[config.mk]
export PLATFORM = sky130hd
export DESIGN_NAME = mem_port_arbiter
export DESIGN_NICKNAME = d
export VERILOG_FILES = /design/src/rtl/mem_arb_pkg.sv /design/src/rtl/mem_arb_watchdog.sv /design/src/rtl/mem_port_arbiter.sv
export SDC_FILE = /design/constraint.sdc
export NUM_CORES = 1
export LEC_CHECK = 0
export BUFFER_PORTS_ARGS = -buffer_cell sky130_fd_sc_hd__buf_2
export CAP_MARGIN = 20
export CELL_PAD_IN_SITES_DETAIL_PLACEMENT = 1
export CELL_PAD_IN_SITES_GLOBAL_PLACEMENT = 1
export CORE_AREA = 5 5 202 204
export CTS_CLUSTER_DIAMETER = 80
export DETAILED_ROUTE_END_ITERATION = 10
export DIE_AREA = 0 0 207 209
export PLACE_DENSITY_LB_ADDON = 0.1
export SETUP_SLACK_MARGIN = 0.02
export SLEW_MARGIN = 40
export SYNTH_ARGS = -nofsm -noshare
export SYNTH_HDL_FRONTEND = slang
export SYNTH_SLANG_ARGS = --single-unit
[constraint.sdc]
create_clock -name clk -period 2 [get_ports clk]
set_input_delay 0.4 -clock clk [delete_from_list [all_inputs] [get_ports clk]]
set_output_delay 0.4 -clock clk [all_outputs]
set_load 0.005 [all_outputs]
[src/rtl/mem_arb_pkg.sv]
// Shared types and constants for the DRAM port arbiter.
//   arb_state_e : arbiter FSM states
//   owner_e     : which requester owns the in-flight access
//   XLEN/CTRL_W : data/address width and rd/wr control width
package mem_arb_pkg;

  localparam int XLEN   = 64;
  localparam int CTRL_W = 3;

  // 64-bit read encoding used for instruction fetches
  localparam logic [CTRL_W-1:0] IF_RD_CTRL_DEF = 3'd5;

  typedef enum logic [1:0] {
    IDLE   = 2'd0,
    BUSY_I = 2'd1,
    BUSY_D = 2'd2,
    RESP   = 2'd3
  } arb_state_e;

  typedef enum logic {
    OWN_I = 1'b0,
    OWN_D = 1'b1
  } owner_e;

endpackage

[src/rtl/mem_arb_watchdog.sv]
// Access watchdog: counts enabled cycles since the last clear.
//   clk, reset (async, active low)
//   clear_i  : hold count at zero
//   enable_i : count this cycle
//   expire_o : high in the enabled cycle that completes TIMEOUT counted cycles
module mem_arb_watchdog #(
  parameter int TIMEOUT = 255
) (
  input  logic clk,
  input  logic reset,
  input  logic clear_i,
  input  logic enable_i,
  output logic expire_o
);

  localparam int CW = $clog2(TIMEOUT + 1);

  logic [CW-1:0] count_q, count_d;

  always_comb begin
    count_d = count_q;
    if (clear_i)       count_d = '0;
    else if (enable_i) count_d = count_q + CW'(1);
  end

  always_ff @(posedge clk or negedge reset) begin
    if (!reset) count_q <= '0;
    else        count_q <= count_d;
  end

  // count_q holds the number of cycles already waited, so the current
  // cycle is the TIMEOUT-th one when count_q == TIMEOUT-1
  assign expire_o = enable_i && !clear_i && (count_q == CW'(TIMEOUT - 1));

endmodule

[src/rtl/mem_port_arbiter.sv]
// Shares the single DRAM port between instruction fetch and the data
// (memory-prepare) requester, returns read data to the issuer and drives
// the pipeline stalls.
//   Fetch side : if_req, if_addr, flush -> if_rdata, if_done, stall_if
//   Data side  : d_rd_ctrl, d_wr_ctrl, d_addr, d_wdata -> d_rdata, d_done, stall_mem
//   DRAM side  : dram_req, dram_addr, dram_din, dram_rd_ctrl, dram_wr_ctrl
//                <- dram_ack, dram_dout
//   timeout_err: sticky flag set when an access is aborted by the watchdog
module mem_port_arbiter
  import mem_arb_pkg::*;
#(
  parameter int                MAX_D_STREAK = 4,
  parameter int                TIMEOUT      = 255,
  parameter logic [CTRL_W-1:0] IF_RD_CTRL   = IF_RD_CTRL_DEF
) (
  input  logic              clk,
  input  logic              reset,
  input  logic              if_req,
  input  logic [XLEN-1:0]   if_addr,
  input  logic              flush,
  output logic [XLEN-1:0]   if_rdata,
  output logic              if_done,
  input  logic [CTRL_W-1:0] d_rd_ctrl,
  input  logic [CTRL_W-1:0] d_wr_ctrl,
  input  logic [XLEN-1:0]   d_addr,
  input  logic [XLEN-1:0]   d_wdata,
  output logic [XLEN-1:0]   d_rdata,
  output logic              d_done,
  output logic              dram_req,
  output logic [XLEN-1:0]   dram_addr,
  output logic [XLEN-1:0]   dram_din,
  output logic [CTRL_W-1:0] dram_rd_ctrl,
  output logic [CTRL_W-1:0] dram_wr_ctrl,
  input  logic              dram_ack,
  input  logic [XLEN-1:0]   dram_dout,
  output logic              stall_if,
  output logic              stall_mem,
  output logic              timeout_err
);

  localparam int SW = $clog2(MAX_D_STREAK + 1);
  localparam logic [SW-1:0] SMAX = SW'(MAX_D_STREAK);

  arb_state_e        state_q, state_d;
  owner_e            owner_q, owner_d;
  logic [SW-1:0]     streak_q, streak_d;
  logic              kill_q, kill_d;
  logic              req_q, req_d;
  logic [XLEN-1:0]   addr_q, addr_d;
  logic [XLEN-1:0]   din_q, din_d;
  logic [CTRL_W-1:0] rd_q, rd_d;
  logic [CTRL_W-1:0] wr_q, wr_d;
  logic [XLEN-1:0]   if_rdata_q, if_rdata_d;
  logic [XLEN-1:0]   d_rdata_q, d_rdata_d;
  logic              terr_q, terr_d;

  logic d_pend, busy, wd_expire;

  assign d_pend = (d_rd_ctrl != '0) || (d_wr_ctrl != '0);
  assign busy   = (state_q == BUSY_I) || (state_q == BUSY_D);

  mem_arb_watchdog #(.TIMEOUT(TIMEOUT)) u_wd (
    .clk      (clk),
    .reset    (reset),
    .clear_i  (!busy),
    .enable_i (busy && !dram_ack),
    .expire_o (wd_expire)
  );

  always_comb begin
    state_d    = state_q;
    owner_d    = owner_q;
    streak_d   = streak_q;
    kill_d     = kill_q;
    req_d      = req_q;
    addr_d     = addr_q;
    din_d      = din_q;
    rd_d       = rd_q;
    wr_d       = wr_q;
    if_rdata_d = if_rdata_q;
    d_rdata_d  = d_rdata_q;
    terr_d     = terr_q;

    case (state_q)
      IDLE: begin
        // Data has priority unless fetch has already waited out a full streak
        if (d_pend && !(if_req && streak_q == SMAX)) begin
          state_d = BUSY_D;
          owner_d = OWN_D;
          req_d   = 1'b1;
          addr_d  = d_addr;
          din_d   = d_wdata;
          wr_d    = d_wr_ctrl;
          rd_d    = (d_wr_ctrl != '0) ? '0 : d_rd_ctrl;  // write wins
          if (if_req) streak_d = (streak_q == SMAX) ? SMAX : streak_q + SW'(1);
          else        streak_d = '0;
        end else if (if_req && !flush) begin
          state_d  = BUSY_I;
          owner_d  = OWN_I;
          req_d    = 1'b1;
          addr_d   = if_addr;
          din_d    = '0;
          wr_d     = '0;
          rd_d     = IF_RD_CTRL;
          streak_d = '0;
        end else if (!if_req) begin
          streak_d = '0;
        end
      end

      BUSY_I, BUSY_D: begin
        if (dram_ack || wd_expire) begin
          req_d = 1'b0;
          rd_d  = '0;
          wr_d  = '0;
          if (wd_expire) terr_d = 1'b1;
          if (state_q == BUSY_D) begin
            // aborted reads return zero; writes leave d_rdata alone
            if (rd_q != '0) d_rdata_d = dram_ack ? dram_dout : '0;
            state_d = RESP;
          end else if (kill_q || flush) begin
            // flushed fetch: finish on the port silently, no response cycle
            kill_d  = 1'b0;
            state_d = IDLE;
          end else begin
            if_rdata_d = dram_ack ? dram_dout : '0;
            state_d    = RESP;
          end
        end else if (state_q == BUSY_I && flush) begin
          kill_d = 1'b1;
        end
      end

      RESP:    state_d = IDLE;
      default: state_d = IDLE;
    endcase
  end

  always_ff @(posedge clk or negedge reset) begin
    if (!reset) begin
      state_q    <= IDLE;
      owner_q    <= OWN_I;
      streak_q   <= '0;
      kill_q     <= 1'b0;
      req_q      <= 1'b0;
      addr_q     <= '0;
      din_q      <= '0;
      rd_q       <= '0;
      wr_q       <= '0;
      if_rdata_q <= '0;
      d_rdata_q  <= '0;
      terr_q     <= 1'b0;
    end else begin
      state_q    <= state_d;
      owner_q    <= owner_d;
      streak_q   <= streak_d;
      kill_q     <= kill_d;
      req_q      <= req_d;
      addr_q     <= addr_d;
      din_q      <= din_d;
      rd_q       <= rd_d;
      wr_q       <= wr_d;
      if_rdata_q <= if_rdata_d;
      d_rdata_q  <= d_rdata_d;
      terr_q     <= terr_d;
    end
  end

  assign if_done      = (state_q == RESP) && (owner_q == OWN_I);
  assign d_done       = (state_q == RESP) && (owner_q == OWN_D);
  assign if_rdata     = if_rdata_q;
  assign d_rdata      = d_rdata_q;
  assign dram_req     = req_q;
  assign dram_addr    = addr_q;
  assign dram_din     = din_q;
  assign dram_rd_ctrl = rd_q;
  assign dram_wr_ctrl = wr_q;
  assign timeout_err  = terr_q;

  // Reset gating keeps the stalls low even while requesters are driving
  assign stall_mem = reset && d_pend && !d_done;
  assign stall_if  = reset && if_req && !if_done && !flush;

endmodule

* Word level (Yosys, flattened, before mapping)
Index checks and enable logic that the tools add are counted.
** Cells by class
- Equality and inequality tests :: 11
- Multiplexer cells :: 36
- Bitwise gates (word level) :: 3
- Reductions and logical operators :: 39
- $add $sub $neg :: 2
** Operator list (count)
- two-way mux 64 bit :: 5
- two-way mux 3 bit :: 11
- two-way mux 8 bit :: 2
- logical AND 1 bit :: 14
- one-hot mux 3 bit (2 select lines) :: 2
- AND reduction 4 bit :: 3
- two-way mux 2 bit :: 5
- two-way mux 1 bit :: 9
- nonzero test 3 bit :: 3
- adder 8 x 1 -> 8 bit, second input constant :: 1
- == test 8 bit, second input constant :: 1
- one-hot mux 2 bit (3 select lines) :: 1
- AND reduction 2 bit :: 3
- AND reduction 3 bit :: 2
- nonzero test 2 bit :: 3
- zero test 1 bit :: 5
- == test 2 bit, second input constant :: 2
- logical OR 1 bit :: 4
- != test 2 x 1 -> 1 bit, second input constant :: 2
- != test 2 bit, second input constant :: 2
- adder 3 x 1 -> 3 bit, second input constant :: 1
- == test 3 bit, second input constant :: 1
- != test 3 x 1 -> 1 bit, second input constant :: 1
- != test 3 bit, second input constant :: 1
- 5 further kinds :: 7
** Word-level totals
- Input bits :: 267
- Output and inout bits :: 268
- Flip-flop bits (word level) :: 279

* Longest topological paths before layout
Gate-level depths: netlist (run 1).
- Depth in word-level cells :: 8
- Depth in mapped cells :: 9

* Cells and area by module
Synthesis (run 1) repeated with hierarchy kept, for this count alone.
** Second synthesis, totals
- Cells, all modules :: 991
- Area total of the unflattened synthesis :: 11267.1 µm²
** Modules (own cells, without submodules)
- mem_port_arbiter :: cells an instance 950, instances 1, area an instance 10854.2 µm², sequential area each 6781.5 µm²
- mem_arb_watchdog :: cells an instance 41, instances 1, area an instance 412.9 µm², sequential area each 200.2 µm²

* Worst setup path before layout (run 1)
OpenSTA, ideal clock, no wires.
- Kind :: input to register
- Start :: input port d_wr_ctrl[1]
- End :: register addr_q[58] (netlist: dram_addr[58])
- Slack :: -0.228 ns
- Path buffers :: 2
- Stages on the path :: 6
- Data arrival time :: 2.101 ns
- Library setup time :: 0.128 ns
- Cell sequence :: or3_1 > o41ai_4 > buf_6 > buf_4 > mux2_2 > mux2_1
** Between the ends
- Word-level cells in the longest chain between the ends :: 5
- Elaborated cells between the ends (all ways) :: 6
- Classes of those cells :: mux: 1; reduce/logical: 5
** RTL lines
- start, declared :: RTL line mem_port_arbiter.sv:24 : input logic [CTRL_W-1:0] d_wr_ctrl,
- nonzero test 3 bit (*) :: RTL line mem_port_arbiter.sv:59 : assign d_pend = (d_rd_ctrl != '0) || (d_wr_ctrl != '0);
- logical OR 1 bit (*) :: RTL line mem_port_arbiter.sv:59
- logical AND 1 bit (*) :: RTL line mem_port_arbiter.sv:87 : if (d_pend && !(if_req && streak_q == SMAX)) begin
- nonzero test 2 bit (no source line)
- AND reduction 2 bit (no source line)
- end signal, assigned :: RTL line mem_port_arbiter.sv:159 : addr_q <= addr_d;
- end, declared :: RTL line mem_port_arbiter.sv:49 : logic [XLEN-1:0] addr_q, addr_d;
Every way passes the cells marked *; elsewhere a longest branch is shown, timed or not.
A chain may end at the register's enable or synchronous reset.

* Worst setup path after layout (run 1)
- Start :: register state_q[0]
- End :: output port stall_mem
** Between the ends
- Word-level cells in the longest chain between the ends :: 4
** RTL lines
- start, declared :: RTL line mem_port_arbiter.sv:44 : arb_state_e state_q, state_d;
- start signal, assigned :: RTL line mem_port_arbiter.sv:154 : state_q <= state_d;
- == test 2 bit :: RTL line mem_port_arbiter.sv:170 : assign d_done = (state_q == RESP) && (owner_q == OWN_D);
- logical AND 1 bit :: RTL line mem_port_arbiter.sv:170
- zero test 1 bit :: RTL line mem_port_arbiter.sv:181 : assign stall_mem = reset && d_pend && !d_done;
- logical AND 1 bit :: RTL line mem_port_arbiter.sv:181
- end, declared :: RTL line mem_port_arbiter.sv:37 : output logic stall_mem,
No other way between the ends.

==> results by group, run 1 <==
Synth
  • Commonest register cell after synthesis: dfrtp_1
  • Post-synthesis cell area: 0.0119 mm^2
  • Sequential share of the synthesized area: 0.586
  • Synthesized net count: 1181
  • Biggest area consumer among synthesized cells: dfrtp_1
  • Yosys cell types: 46
  • Share of the synthesized area in the top cell type: 0.586
  • Synthesis warning total: 0
  • EDFF count, synth: 0
  • FFs w/ async S/R, synth: 1.00
  • Synthesized flop and latch total: 279
  • Top cells by area, synth: dfrtp_1, mux2_1, mux2i_1
  • Mean post-synth cell area: 13.2 um^2
  • Post-Syn Instances: 905

Clock network
  • Total CTS buffers: 35
  • H-Tree Depth: 2
  • Clock Latency Late Sink: 0.52 ns
  • Clk buf depth: 3
  • CTS sink count: 279
  • CTS root buffer: clkbuf_16
  • CTS tree: done
  • Reg clk slew, reported paths: 0.06 ns

STA
  • Fin. Hold Viols: 0
  • Worst Skew: 0.00864 ns
  • TNS Setup: -1.15 ns
  • RSZ-0062 raised after global routing: yes
  • Slew at the pin closest to its max-slew limit: 0.720 ns
  • Min Clock Period, post-route: 2.11 ns
  • Setup Viol. Count Final: 39
  • Final WS setup: -0.109 ns
  • Tcrit/Tclk final: 1.05
  • Fmax achieved: 0.474 GHz
  • Slew HR: 0.520
  • Slew Limit Fails: 0

Hold path
  • Worst hold path class: input port to register
  • Hold path depth: 2
  • Hold path endpoint: dram_din[27]
  • Hold_sp: d_wdata[27]

Setup path
  • Critical Path Start Type: register
  • CP required: 1.60 ns
  • Critical path capture point type: primary output
  • Reg-to-reg endpoint: if_rdata[54]
  • Critical path class: register to primary output
  • Critical R2R Launch: state_q[0]
  • Arr. time, crit path: 1.71 ns
  • Flop2flop setup slack: -0.04 ns
  • Largest fanout on the critical path: 2
  • Reg2reg path depth: 9

Route
  • Drt drc: 0
  • Routed Antenna Nets: 0
  • Drt pass-1 iters: 4
  • Vias per std cell: 4.72
  • DR WL/cell: 21.4 um
  • Vias: 9715
  • DRT Wirelength: 44200 um
  • Initial DRC Count: 365

Power
  • Part of the power in the clock network: 0.232
  • Cell Int Power: 0.0182 W
  • Sequential power share: 0.352
  • Leakage: 9.26 nW
  • Worst IR Drop VDD: 697 uV
  • Psw: 0.00916 W
  • Sw Share: 0.335
  • Pwr/cell area: 1560 mW/mm^2
  • Comb pwr share: 0.416
  • Overall power: 0.0274 W

Global route
  • GRT Total Usage: 0.192
  • Vias in the first global route: 10600
  • First-pass GRT wire length: 65800 um
  • Initial antenna violation count: 6
  • Gr ovfl total: 0
  • Largest net degree at the start of global routing: 85

Finish
  • Final core occ: 0.449
  • Most common cell after layout, fill and taps aside: buf_2
  • Fillers: 4269
  • Nets@finish: 1785
  • Synth-to-Final Area Change: 47.5%
  • Share of cells above drive strength 1: 0.509
  • Leading cell types in the layout, fill and taps excluded: buf_2, dfrtp_1, nand2_1
  • Non-filler cells, final: 2060
  • Area of the multi-input gates: 0.00455 mm^2
  • Register area: 0.00698 mm^2

Die
  • Initial Utilization: 0.305
  • Die area: 0.0433 mm^2
  • # rows: 73
  • DIE HEIGHT: 209 um
  • # IOs: 535
  • Die X: 207 um
  • Core ar.: 0.0391 mm^2

Placement
  • Pre-CTS WS: -0.465 ns
  • Inst Count DP: 1973
  • Gpl congestion: 0.832
  • Hpwl dp: 32000 um
  • IO Port Bufs: 534

Job
  • Max-cap violations: 0

Run status
  • Failing checks: negative setup slack
  • Status: finished, violations left
-- cells in the mapped netlist, drive strengths merged, types with 2 or more instances --
library cell / n
o2bb2ai: 2
inv: 74
nand3: 2
nor3b: 3
ha: 9
and2: 7
or3: 4
dfrtp: 279
and3b: 3
a21boi: 3
buf: 33
a21o: 2
a21oi: 3
o21ai: 5
clkbuf: 33
nor2: 5
nand2: 75
nand2b: 3
nor3: 2
mux2: 133
nand4: 2
xnor2: 5
mux2i: 70
a22o: 66
a32o: 65
-- critical path, cell delays in order, from the launching register on --
cell	delay [ns]
dfrtp_1	0.40
buf_6	0.13
ha_4	0.15
and2_4	0.15
and3b_2	0.25
buf_6	0.11
-- through the flow --
step | instance area [um^2] | hold slack (ns)
final | 17600 | 0.0897
after detailed placement | 15900 | 0.465
after global placement | 15900 | 0.461
after CTS | 17300 | 0.0468
after global routing | 17600 | 0.0627
after floorplan | 12000 | 0.104
-- layer usage --
| layer | global-route usage | wire length (um) |
|---|---|---|
| met4 | 0.0492 | 869 |
| met1 | 0.231 | 17500 |
| met3 | 0.0689 | 3440 |
| met2 | 0.329 | 22300 |
| met5 | 0 | 55 |
-- worst max path at each step --
stage / start / slack (ns) / endpoint
2_1_floorplan: d_wr_ctrl[2] / -0.21 / dram_addr[56]
3_3_place_gp: d_wr_ctrl[0] / -0.43 / dram_addr[16]
3_5_place_dp: d_wr_ctrl[0] / -0.47 / dram_addr[44]
4_1_cts: state_q[0] / -0.15 / stall_mem
5_1_grt: state_q[0] / -0.17 / stall_mem
6_report: state_q[0] / -0.11 / stall_mem
-- sequential cells by signal, indices dropped and copies added (netlist names) --
name and cells:
d_rdata 64, dram_addr 64, dram_din 64, dram_rd_ctrl 3, dram_req 1, dram_wr_ctrl 3, if_rdata 64, kill_q 1
owner_q 1, state_q 2, streak_q 3, timeout_err 1, u_wd.count_q 8
-- power by group through the flow --
stage	Sequential [W]	Clock [W]	Combinational, W
3_5_place_dp	0.00969	0	0.0109
6_report	0.00962	0.00635	0.0114
5_1_grt	0.00995	0.00680	0.0124
4_1_cts	0.00964	0.00657	0.0112
2_1_floorplan	0.00991	0	0.00512
3_3_place_gp	0.00958	0	0.0108
-- final cells by class --
cell class              instances  share of cell area
flip-flops and latches        279               0.397
multi-input cells             487               0.259
repair buffers                632               0.224
clock buffers                  50              0.0595
well taps                     525              0.0374
inverters                      74              0.0160
clock inverters                11             0.00627
diodes                          2            0.000285
-- repair_timing --
item	in CTS	in global routing
endpoints found under the setup margin	126	111
setup buffers	8	5
gates resized for setup	17	21
pin swaps	6	4
hold buffers	1	0
cloned	2	10
hold endpoints to repair	58	0
-- kinds of logic (layout without fill, tap and decap cells) --
group,Yosys count,after routing,share of synthesized area
AND/OR/NAND/NOR,111,111,0.0425
flip-flops,279,279,0.586
XOR/XNOR,5,5,0.00368
adder cells (fa/ha/maj),9,9,0.00945
multiplexers,203,203,0.185
buffers and inverters,140,767,0.0513
AO/OA/AOI/OAI,158,159,0.122
other,0,2,0
No activity file was read; power rests on OpenSTA's default activity.
==> inputs of run 2 (changes only) <==
--- a/config.mk
+++ b/config.mk
@@ -13,6 +13,7 @@
 export CTS_CLUSTER_DIAMETER = 80
 export DETAILED_ROUTE_END_ITERATION = 10
 export DIE_AREA = 0 0 207 209
+export GPL_TIMING_DRIVEN = 0
 export PLACE_DENSITY_LB_ADDON = 0.1
 export SETUP_SLACK_MARGIN = 0.02
 export SLEW_MARGIN = 40
==> run 2 against run 1 <==
  * The flow now finishes without violations
  * Core utilization is 1.4 points higher
  * Final cell count is 0.83% higher
  * Worst setup slack better by 0.11 ns
  * Sequential share of layout area is 1.2 points lower
  * Power is 6.2% higher
  * Wire length is 3.5% higher
  * Sequential power is 0.6% higher
  * Combinational power is 11% higher
  * Non-clock buffer count is 15 higher
  * Critical path depth is 1 lower
  * Clock power is 7.4% higher
  * Die area stayed put
  * Critical path type unchanged
  * Critical endpoint is now stall_if
  * Largest power group unchanged
==> results by group, run 2 (same netlist as run 1, synthesis figures left out) <==
Setup path
  • Critical path class: register to primary output
  • Reg2reg path depth: 9
  • Largest fanout on the critical path: 3
  • Critical path capture point type: primary output
  • Arr. time, crit path: 1.59 ns
  • Worst Setup SP: state_q[0]
  • Critical R2R Launch: streak_q[1]
  • Critical Path Start Type: register
  • Worst Setup EP: stall_if
  • Reg-to-reg endpoint: dram_addr[39]
  • CP required: 1.60 ns
  • Flop2flop setup slack: 0.03 ns

Power
  • Part of the power in the clock network: 0.235
  • Leakage: 9.63 nW
  • Pwr/cell area: 1610 mW/mm^2
  • Worst IR Drop VDD: 674 uV
  • Psw: 0.00950 W
  • Sw Share: 0.327
  • Overall power: 0.0291 W
  • Cell Int Power: 0.0196 W
  • Sequential power share: 0.333
  • Comb pwr share: 0.432

STA
  • RSZ-0062 raised after global routing: yes
  • Hold Slack: 0.0626 ns
  • Slew at the pin closest to its max-slew limit: 0.625 ns
  • Fin. Hold Viols: 0
  • Slew HR: 0.584
  • TNS Setup: 0 ns
  • Worst Skew: 0.0125 ns
  • Fmax achieved: 0.501 GHz
  • Tcrit/Tclk final: 0.997
  • Min Clock Period, post-route: 1.99 ns
  • Setup Viol. Count Final: 0
  • Slew Limit Fails: 0

Global route
  • Vias in the first global route: 10700
  • GRT Total Usage: 0.197
  • First-pass GRT wire length: 66900 um
  • Gr ovfl total: 0
  • Largest net degree at the start of global routing: 57
  • Initial antenna violation count: 11

Route
  • Vias per std cell: 4.75
  • Initial DRC Count: 392
  • Vias: 9865
  • Routed Antenna Nets: 0
  • Drt pass-1 iters: 4
  • DRT Wirelength: 45700 um
  • Drt drc: 0
  • DR WL/cell: 22.0 um

Die
  • Die area: 0.0433 mm^2
  • Core ar.: 0.0391 mm^2
  • Initial Utilization: 0.305
  • DIE HEIGHT: 209 um
  • # IOs: 535
  • # rows: 73
  • Die X: 207 um

Clock network
  • Clk buf depth: 3
  • CTS root buffer: clkbuf_16
  • Clock Latency Late Sink: 0.52 ns
  • CTS sink count: 279
  • Total CTS buffers: 35
  • Reg clk slew, reported paths: 0.06 ns
  • H-Tree Depth: 2
  • CTS tree: done

Finish
  • Area of the multi-input gates: 0.00473 mm^2
  • Fillers: 4251
  • Synth-to-Final Area Change: 52.0%
  • Leading cell types in the layout, fill and taps excluded: buf_2, dfrtp_1, nand2_1, mux2_4
  • Register area: 0.00698 mm^2
  • Share of cells above drive strength 1: 0.524
  • Most common cell after layout, fill and taps aside: buf_2
  • Nets@finish: 1799
  • Final core occ: 0.463

Placement
  • Hpwl dp: 33500 um
  • Gpl congestion: 0.826
  • IO Port Bufs: 534

Hold path
  • Worst hold path class: input port to asynchronous set/reset pin

Run status
  • Status: finished clean

Job
  • Max-cap violations: 0
## run 2: worst min-delay path by stage
stage / cells past startpoint / endpoint / slack, ns / startpoint
5_1_grt: 4 / d_rdata[10] / 0.07 / reset
3_3_place_gp: 2 / timeout_err / 0.45 / timeout_err
2_1_floorplan: 0 / d_rdata[0] / 0.10 / reset
3_5_place_dp: 1 / if_rdata[13] / 0.37 / reset
6_report: 4 / d_rdata[10] / 0.06 / reset
4_1_cts: 4 / d_rdata[10] / 0.05 / reset
## run 2: power by group through the flow
stage                     Combinational, W  Sequential [W]  Clock, W
final                               0.0126         0.00968   0.00682
after global routing                0.0136          0.0100   0.00727
after CTS                           0.0113         0.00968   0.00703
after detailed placement            0.0105         0.00973         0
after global placement              0.0103         0.00960         0
after floorplan                    0.00512         0.00991         0
## run 2: metal layers
| metal | vias to the layer above | GRT usage | wire length [um] |
|---|---|---|---|
| li1 | 4489 | - | - |
| met4 | 12 | 0.0508 | 942 |
| met1 | 4972 | 0.235 | 18400 |
| met5 | - | 0 | 77 |
| met3 | 65 | 0.0680 | 3420 |
| met2 | 327 | 0.340 | 22800 |
## run 2: critical path, stage by stage, from the launching register on
cell	delay (ns)
dfrtp_1	0.41
ha_2	0.20
nor2b_2	0.16
nor3b_2	0.16
buf_2	0.16
## run 2: layout make-up
class,instances,share of cell area
antenna,5,0.000691
buffer,65,0.0391
clock buffer,55,0.0604
clock inverter,6,0.00857
inverter,74,0.0153
multi-input combinational,486,0.261
sequential,279,0.386
tap,525,0.0363
timing repair buffer,582,0.193
## run 2: metrics by stage
| stage | instances | worst slack (ns) | instance area, um^2 |
|---|---|---|---|
| 6_report | 2077 | 0.00582 | 18100 |
| 5_1_grt | 2076 | -0.0615 | 18100 |
| 4_1_cts | 2055 | -0.0226 | 17400 |
| 3_5_place_dp | 1968 | -0.938 | 15500 |
| 3_3_place_gp | 1964 | -5.20 | 15300 |
| 2_1_floorplan | 905 | -0.207 | 12000 |
## run 2: repair_timing
action / CTS / global route
hold buffers: 9 / 0
pin swaps: 6 / 39
hold endpoints to repair: 56 / 0
setup buffers: 13 / 9
cloned: 5 / 8
setup endpoints to repair: 266 / 231
resized for setup: 94 / 106
